==> src/rtl/mips_shift_pkg.sv <==
// Shared definitions for the execute-stage shift pipe: funct encodings,
// shift-mode enum, default widths and the funct decoder.
package mips_shift_pkg;

    localparam int XLEN_DEF  = 32;
    localparam int TAG_W_DEF = 5;

    localparam logic [5:0] FUNCT_SLL  = 6'b000000;
    localparam logic [5:0] FUNCT_SRL  = 6'b000010;
    localparam logic [5:0] FUNCT_SRA  = 6'b000011;
    localparam logic [5:0] FUNCT_SLLV = 6'b000100;
    localparam logic [5:0] FUNCT_SRLV = 6'b000110;
    localparam logic [5:0] FUNCT_SRAV = 6'b000111;

    typedef enum logic [1:0] {
        SH_SLL = 2'b00,
        SH_SRL = 2'b01,
        SH_SRA = 2'b10
    } shift_mode_e;

    // use_rs selects the full rs register as the amount instead of shamt.
    typedef struct packed {
        shift_mode_e mode;
        logic        use_rs;
        logic        illegal;
    } shift_dec_t;

    function automatic shift_dec_t decode_funct(input logic [5:0] funct);
        shift_dec_t d;
        d.mode    = SH_SLL;
        d.use_rs  = 1'b0;
        d.illegal = 1'b0;
        case (funct)
            FUNCT_SLL:  d.mode = SH_SLL;
            FUNCT_SRL:  d.mode = SH_SRL;
            FUNCT_SRA:  d.mode = SH_SRA;
            FUNCT_SLLV: begin d.mode = SH_SLL; d.use_rs = 1'b1; end
            FUNCT_SRLV: begin d.mode = SH_SRL; d.use_rs = 1'b1; end
            FUNCT_SRAV: begin d.mode = SH_SRA; d.use_rs = 1'b1; end
            default:    d.illegal = 1'b1;
        endcase
        return d;
    endfunction

endpackage

==> src/rtl/shift_barrel.sv <==
// Combinational 32-bit log shifter: five binary-weighted stages selected by
// amount[4:0], then saturation when any of amount[31:5] is set.
module shift_barrel
    import mips_shift_pkg::*;
(
    input  logic [31:0] value,
    input  logic [31:0] amount,
    input  shift_mode_e mode,
    output logic [31:0] result
);

    logic [31:0] staged;

    // Walk the 1/2/4/8/16 stages, then override with the saturated value
    // for amounts of 32 and above.
    always_comb begin
        staged = value;
        for (int i = 0; i < 5; i++) begin
            if (amount[i]) begin
                case (mode)
                    SH_SRL:  staged = staged >> (1 << i);
                    SH_SRA:  staged = $unsigned($signed(staged) >>> (1 << i));
                    default: staged = staged << (1 << i);
                endcase
            end
        end
        if (|amount[31:5]) begin
            result = (mode == SH_SRA && value[31]) ? '1 : '0;
        end else begin
            result = staged;
        end
    end

endmodule

==> src/rtl/ex_shift_stage.sv <==
// Two-stage execute shift pipe. S1 holds the decoded operation, S2 holds the
// shifter result; both stages advance independently so bubbles collapse.
module ex_shift_stage
    import mips_shift_pkg::*;
#(
    parameter int XLEN  = XLEN_DEF,
    parameter int TAG_W = TAG_W_DEF
) (
    input  logic             clk,
    input  logic             rst_n,
    input  logic             flush,
    input  logic             in_valid,
    output logic             in_ready,
    input  logic [5:0]       in_funct,
    input  logic [4:0]       in_shamt,
    input  logic [XLEN-1:0]  in_rs,
    input  logic [XLEN-1:0]  in_rt,
    input  logic [TAG_W-1:0] in_rd,
    output logic             out_valid,
    input  logic             out_ready,
    output logic [XLEN-1:0]  out_result,
    output logic [TAG_W-1:0] out_rd,
    output logic             out_illegal,
    output logic             busy
);

    // Handshake: a transfer happens on a rising edge where valid and ready
    // are both high; a producer holds valid and payload stable until then.
    // Flush suppresses both transfers in its cycle and empties the pipe.

    shift_dec_t       dec;
    logic [XLEN-1:0]  dec_amount;
    logic             s1_valid, s2_valid;
    shift_mode_e      s1_mode;
    logic [XLEN-1:0]  s1_amount, s1_rt;
    logic [TAG_W-1:0] s1_rd;
    logic             s1_illegal;
    logic [XLEN-1:0]  s2_result;
    logic [TAG_W-1:0] s2_rd;
    logic             s2_illegal;
    logic [XLEN-1:0]  barrel_result;
    logic             s1_adv, s2_adv, accept;

    // Decode funct and pick the amount source for the incoming instruction.
    always_comb begin
        dec        = decode_funct(in_funct);
        dec_amount = dec.use_rs ? in_rs : {{(XLEN-5){1'b0}}, in_shamt};
    end

    assign s2_adv    = !s2_valid || out_ready;
    assign s1_adv    = !s1_valid || s2_adv;
    assign in_ready  = s1_adv || flush;
    assign accept    = in_valid && in_ready && !flush;
    assign out_valid = s2_valid && !flush;
    assign busy      = s1_valid || s2_valid;

    shift_barrel u_barrel (
        .value  (s1_rt),
        .amount (s1_amount),
        .mode   (s1_mode),
        .result (barrel_result)
    );

    // Stage valid bits: flush empties both, otherwise each follows its feeder.
    always_ff @(posedge clk or negedge rst_n) begin
        if (!rst_n) begin
            s1_valid <= 1'b0;
            s2_valid <= 1'b0;
        end else if (flush) begin
            s1_valid <= 1'b0;
            s2_valid <= 1'b0;
        end else begin
            if (s1_adv) s1_valid <= in_valid;
            if (s2_adv) s2_valid <= s1_valid;
        end
    end

    // S1 payload loads only on an accepted input and holds otherwise.
    always_ff @(posedge clk or negedge rst_n) begin
        if (!rst_n) begin
            s1_mode    <= SH_SLL;
            s1_amount  <= '0;
            s1_rt      <= '0;
            s1_rd      <= '0;
            s1_illegal <= 1'b0;
        end else if (accept) begin
            s1_mode    <= dec.mode;
            s1_amount  <= dec_amount;
            s1_rt      <= in_rt;
            s1_rd      <= in_rd;
            s1_illegal <= dec.illegal;
        end
    end

    // S2 payload captures the shifter output when S1 moves forward;
    // illegal operations produce a zero result.
    always_ff @(posedge clk or negedge rst_n) begin
        if (!rst_n) begin
            s2_result  <= '0;
            s2_rd      <= '0;
            s2_illegal <= 1'b0;
        end else if (s2_adv && s1_valid && !flush) begin
            s2_result  <= s1_illegal ? '0 : barrel_result;
            s2_rd      <= s1_rd;
            s2_illegal <= s1_illegal;
        end
    end

    assign out_result  = s2_result;
    assign out_rd      = s2_rd;
    assign out_illegal = s2_illegal;

endmodule

==> config.mk <==
export PLATFORM = sky130hd
export DESIGN_NAME = ex_shift_stage
export DESIGN_NICKNAME = d
export VERILOG_FILES = /design/src/rtl/mips_shift_pkg.sv /design/src/rtl/shift_barrel.sv /design/src/rtl/ex_shift_stage.sv
export SDC_FILE = /design/constraint.sdc
export NUM_CORES = 1
export LEC_CHECK = 0
export ABC_AREA = 0
export BUFFER_PORTS_ARGS = -buffer_cell sky130_fd_sc_hd__buf_4
export CAP_MARGIN = 5
export CORE_ASPECT_RATIO = 1.25
export CORE_MARGIN = 2
export CORE_UTILIZATION = 63
export CTS_CLUSTER_SIZE = 30
export DETAILED_ROUTE_END_ITERATION = 10
export PLACE_DENSITY_LB_ADDON = 0.05
export SLEW_MARGIN = 10
export SYNTH_ARGS = -nofsm -noshare
export SYNTH_HDL_FRONTEND = slang
export SYNTH_SLANG_ARGS = --single-unit
==> constraint.sdc <==
create_clock -name clk -period 7.4 [get_ports clk]
set_clock_uncertainty 0.1 [all_clocks]
set_input_delay 0.74 -clock clk [delete_from_list [all_inputs] [get_ports clk]]
set_output_delay 0.74 -clock clk [all_outputs]
set_load 0.05 [all_outputs]
# Word-level counts from Yosys, hierarchy flattened
# Index checks and enable logic that the tools add are counted.
# op_classes
n_mux,21
n_eq_ne,7
n_reduce_logical,21
# ops
cell,count
32-bit one-hot mux with 2 select lines,5
32-bit two-way mux,9
27-bit OR reduction,1
"6-bit by 3-bit == test with 1-bit output, second input constant",3
"6-bit by 2-bit == test with 1-bit output, second input constant",2
1-bit logical AND,6
6-bit logical NOT,1
1-bit two-way mux,6
6-bit OR reduction,1
1-bit logical OR,4
2-bit one-hot mux with 2 select lines,1
2-bit nonzero test,2
2-bit OR reduction,2
1-bit logical NOT,3
3-bit OR reduction,1
"2-bit by 1-bit == test with 1-bit output, second input constant",1
"2-bit == test, second input constant",1
# word_totals
regBits,112
elab_cells,59
output_inout_bits,41
in_bits,85

# Depth between registers and ports, before layout
# logic_depth
depth_word,13
depth_mapped,13
ltp_nobuf,9

# Cells and area by module
# From an unflattened synthesis, not the netlist that was laid out.
# unflattened
cells_unflattened,1074
area_unflattened_um2,9357.7
# modules_own_cells
mod,seq_area_each_um2,n_inst,cells_per_inst,area_per_inst_um2
ex_shift_stage,2802.7,1,361,4939.7
shift_barrel,0.0,1,713,4418.0

# Worst setup path after synthesis
# OpenSTA, ideal clock, no wires.
# synth_path
kind,input to register
from,input flush
to,register s1_amount[3]
path_buffers,2
arrival_time_ps,3007
setup_slack_ps,4158
setup_ps,136
cell_stages,6
t_required_ps,7164
cell_sequence,nor2b_1 > nand3b_1 > nand3b_1 > clkbuf_1 > clkbuf_1 > o21ai_0
# synth_between
elab_chain_cells,3
word_cells_on_any_way,4
classes_between,4 x reduce/logical
# synth_lines
element,line,rtl
"start, declared",ex_shift_stage.sv:11,"input logic flush,"
1-bit logical OR,ex_shift_stage.sv:52,assign in_ready = s1_adv || flush;
net in_ready,ex_shift_stage.sv:13,"output logic in_ready,"
1-bit logical AND (2 in a row),ex_shift_stage.sv:53,assign accept = in_valid && in_ready && !flush;
"end signal, assigned",ex_shift_stage.sv:88,s1_amount <= dec_amount;
"end, declared",ex_shift_stage.sv:35,"logic [XLEN-1:0] s1_amount, s1_rt;"
# The timed path passes the listed nets, and every way through them passes these cells.
# A chain may end at the register's enable or synchronous reset.

# Worst setup path in the final report
# layout_path
from,register s1_mode[0]
to,register s2_result[24] (netlist: out_result[24])
# layout_between
elab_chain_cells,13
word_cells_on_any_way,16
classes_between,2 x eq/ne; 13 x mux; 1 x reduce/logical
# layout_lines
element,line,rtl
"start, declared",ex_shift_stage.sv:34,shift_mode_e s1_mode;
"start signal, assigned",ex_shift_stage.sv:87,s1_mode <= dec.mode;
2-bit == test or 2-bit by 1-bit == test with 1-bit output (tied branches),"shift_barrel.sv:20, shift_barrel.sv:28",
32-bit one-hot mux with 2 select lines,shift_barrel.sv:20,case (mode)
32-bit two-way mux,shift_barrel.sv:19,if (amount[i]) begin
32-bit one-hot mux with 2 select lines,shift_barrel.sv:20,
32-bit two-way mux,shift_barrel.sv:19,
32-bit one-hot mux with 2 select lines,shift_barrel.sv:20,
32-bit two-way mux,shift_barrel.sv:19,
32-bit one-hot mux with 2 select lines,shift_barrel.sv:20,
32-bit two-way mux,shift_barrel.sv:19,
32-bit one-hot mux with 2 select lines,shift_barrel.sv:20,
32-bit two-way mux,shift_barrel.sv:19,
32-bit two-way mux *,shift_barrel.sv:27,if (|amount[31:5]) begin
32-bit two-way mux *,ex_shift_stage.sv:103,s2_result <= s1_illegal ? '0 : barrel_result;
"end signal, assigned",ex_shift_stage.sv:103,
"end, declared",ex_shift_stage.sv:38,logic [XLEN-1:0] s2_result;
# Mark *: on every way between the ends. The rest lies on a longest branch, timed or not.

==> results.tsv <==
stage	metric	value	unit
power_and_ir_drop	Net Sw Frac	47.8	%
finish	layout cells sized above 1	16.8	%
critical_path	element type at the critical path start	flop	
routing	Antenna Nets Post-Route	0	
routing	drt wl/cell	22.8	µm
floorplanning	Die Height	134	µm
routing	Via density	7.19	
finish	area of the multi-input gates	0.00529	mm²
clock_tree	CTS Sinks	112	
clock_tree	Post-CTS Setup Bufs	0	
logic_synthesis	average cell area after synthesis	7.55	µm²
grt	global route overflow	0	
sta	endpoints failing setup	0	
critical_path	CP endpoint kind	flop	
power_and_ir_drop	P_sw	1.21	mW
routing	Vias	9808	
grt	largest net degree at the start of global routing	74	
routing	Total Wirelength	31.2	mm
finish	FF/Latch Area	0.00280	mm²
sta	RSZ-0062 raised after global routing	false	
clock_tree	CTS root buffer	clkbuf_16	
grt	global-route wire length before repair	49.1	mm
floorplanning	Initial Utilization	64.7	%
grt	vias in the first global route	9080	
clock_tree	Worst-path clk slew	0.09	ns
logic_synthesis	Top FF cell, synth	dfrtp_1	
critical_path	R2R cell count	10	
finish	P&R area growth vs syn	13.5	%
sta	fin. max-slew vios	0	
sta	setup TNS after final layout	0	ns
floorplanning	Die W	108	µm
sta	Peak Freq	248	MHz
logic_synthesis	Synth cell types	76	
clock_tree	clock buffer depth	2	
logic_synthesis	Post-Synthesis Cells	1133	
power_and_ir_drop	Clock power frac	20.4	%
power_and_ir_drop	Int Pwr	1.32	mW
sta	measured slew at the worst slew-check pin	1.04	ns
floorplanning	Core Rows	47	
sta	final period utilization	54.5	%
power_and_ir_drop	Static Leak	4.17	nW
logic_synthesis	post-synthesis sequential area ratio	32.7	%
clock_tree	cells resized by post-CTS repair	0	
grt	initial antenna violation count	1	
sta	Final Critical Period	4.03	ns
power_and_ir_drop	Seq pwr share	31.9	%
logic_synthesis	post-synthesis net count	1221	
clock_tree	CTS Buf Count	9	
hold_path	HP Class	in2async	
grt	All-Layer GR Usage	43.1	%
routing	DRC Markers	0	
clock_tree	H-tree levels	3	
critical_path	WP data arrival	4.23	ns
finish	utilization after layout	73.4	%
status	status	completed	
logic_synthesis	Mapped Area	0.00856	mm²
place	gpl congestion	1.01	
critical_path	Critical Path RT	7.60	ns
power_and_ir_drop	Comb pwr share	47.8	%
power_and_ir_drop	maximum VDD drop	0.185	mV
place	PortBufs	125	
finish	nets	1276	
place	DP Wirelength	22.0	mm
critical_path	crit-path max FO	66	
logic_synthesis	asr flop ratio synth	100	%
sta	Worst slew margin	30.6	%
critical_path	crit path launch	s1_mode[0]	
logic_synthesis	number of synthesized flops with an enable pin	0	
floorplanning	Ports	126	
routing	1st-iter DRT viols	1596	
routing	drt first pass iters	7	
logic_synthesis	Synth Warn #	0	
finish	fill count	1060	
clock_tree	Clk Latency, worst-skew pair	0.37	ns
floorplanning	total die area	0.0145	mm²
clock_tree	CTS tree	built	
sta	Fin. Hold Viols	0	
job	number of max-cap violations	0	
power_and_ir_drop	PwrDens	261	mW/mm²
critical_path	r2r startpoint	s1_mode[0]	
clock_tree	cts hold-fix bufs	0	
critical_path	Setup CP Type	reg2reg	
logic_synthesis	synthesis-stage register bit count	112	
floorplanning	Core ar.	0.0132	mm²
==> path summary, 6_finish.rpt <==
path                       slack [ns]              to
max in group asynchronous        5.69       s1_rt[26]
min in group clk                 0.39   s1_amount[25]
setup reg to reg                 3.37  out_result[24]
hold / removal                   0.26   out_result[9]
setup / recovery                 3.37  out_result[24]
hold reg to reg                  0.39   s1_amount[25]
==> cell usage after synthesis (5+ instances only) <==
library cell    n  area (µm²)
nor2_1         85         319
mux2_2         16         180
o21ai_0        95         475
o211ai_1       25         188
a32oi_1         6        52.6
nor4_1         11        68.8
o21ai_1        17        85.1
and2_1          7        43.8
o31ai_1        23         173
inv_1          13        48.8
buf_2          23         115
nand2b_1        8        50.1
a22oi_1        10        75.1
o221ai_1       13         114
mux2i_1        11         110
o22ai_1        11        68.8
a221o_1         5        50.1
a311oi_1        6        52.6
nand2_1       251         942
a211oi_1       16         120
o2bb2ai_1       5        43.8
nor2b_1        13        81.3
or3_1           7        43.8
nor3b_1         5        37.5
dfrtp_1       112        2800
a221oi_2        9         135
a211o_1         5        43.8
nand3_1        17        85.1
o32ai_1         8        70.1
o21a_1          6        45.0
a21oi_1        67         335
clkbuf_1       62         233
a221oi_1       15         131
nand4_1         7        43.8
a31oi_1        14        87.6
nor3_1         35         175
a21o_1          5        37.5
and3_1          6        37.5
==> power by group through the flow <==
| stage | registers [mW] | clock network, mW | logic [mW] |
|---|---|---|---|
| after floorplan | 0.978 | 0 | 0.613 |
| after global routing | 0.818 | 0.533 | 1.27 |
| after global placement | 0.810 | 0 | 1.15 |
| after detailed placement | 0.814 | 0 | 1.16 |
| final | 0.808 | 0.516 | 1.21 |
| after CTS | 0.803 | 0.508 | 1.16 |
==> cell usage in the layout (no fill, tap or decap), types with 7 or more instances in the layout <==
master and count:
a211oi_1 15, a21oi_1 67, a221oi_1 15, a221oi_2 9
a22oi_1 10, a31oi_1 14, and2_1 7, buf_4 140
clkbuf_16 9, dfrtp_1 111, inv_1 13, mux2_2 16
mux2i_1 11, nand2_1 251, nand2b_1 8, nand3_1 17
nand4_1 7, nor2_1 85, nor2b_1 13, nor3_1 35
nor4_1 11, o211ai_1 25, o21ai_0 95, o21ai_1 17
o221ai_1 13, o22ai_1 11, o31ai_1 23, o32ai_1 8
or3_1 7
==> cell families after synthesis <==
group	Yosys count	synth area share (%)
muxes	31	3.92
AOI/OAI and AO/OA	408	33.4
DFF	112	32.7
and+or+nand+nor	468	23.8
buffers and inverters	111	5.69
adders and majority gates	3	0.439
==> flip-flops by register name, indices dropped and copies added (netlist names) <==
name / flops
s1_mode: 2
s1_illegal: 1
s1_valid: 1
s1_amount: 32
out_result: 32
out_illegal: 1
s2_valid: 1
out_rd: 5
s1_rd: 5
s1_rt: 32
==> per-stage QoR <==
step                total power, mW  instances  hold WS (ns)  setup WS, ns  cell area (µm²)
finish                         2.54       1365         0.260          3.37             9720
global route                   2.63       1365         0.336          3.16             9720
CTS                            2.47       1364         0.300          3.55             9710
detailed placement             1.97       1348         0.366          3.60             9410
global placement               1.96       1348         0.354          3.66             9410
floorplan                      1.59       1133         0.342          4.16             8560
==> final cells by class <==
class | instances | area share, %
tap | 171 | 2.20
clock inverter | 7 | 0.811
antenna | 1 | 0.0258
multi-input combinational | 910 | 54.4
clock buffer | 9 | 2.32
timing repair buffer | 140 | 10.8
inverter | 15 | 0.579
sequential | 112 | 28.9
==> routing by layer <==
metal	global-route usage, %	routed length [µm]	up-vias
met1	55.0	11300	4499
li1	-	-	4311
met4	25.2	2020	0
met5	0	0	-
met3	13.7	4040	195
met2	64.0	13800	803
==> worst max-delay path: stages, from the launching register on <==
cell and delay (ns):
dfrtp_1 0.38, inv_1 0.09, ha_2 0.61, buf_4 0.71, inv_2 0.45, or4_1 0.63, nand2_1 0.08, nor3_1 0.06
a21oi_1 0.41, o221ai_1 0.23, a31oi_1 0.19
Note: power is estimated with default switching activity, not from simulation.
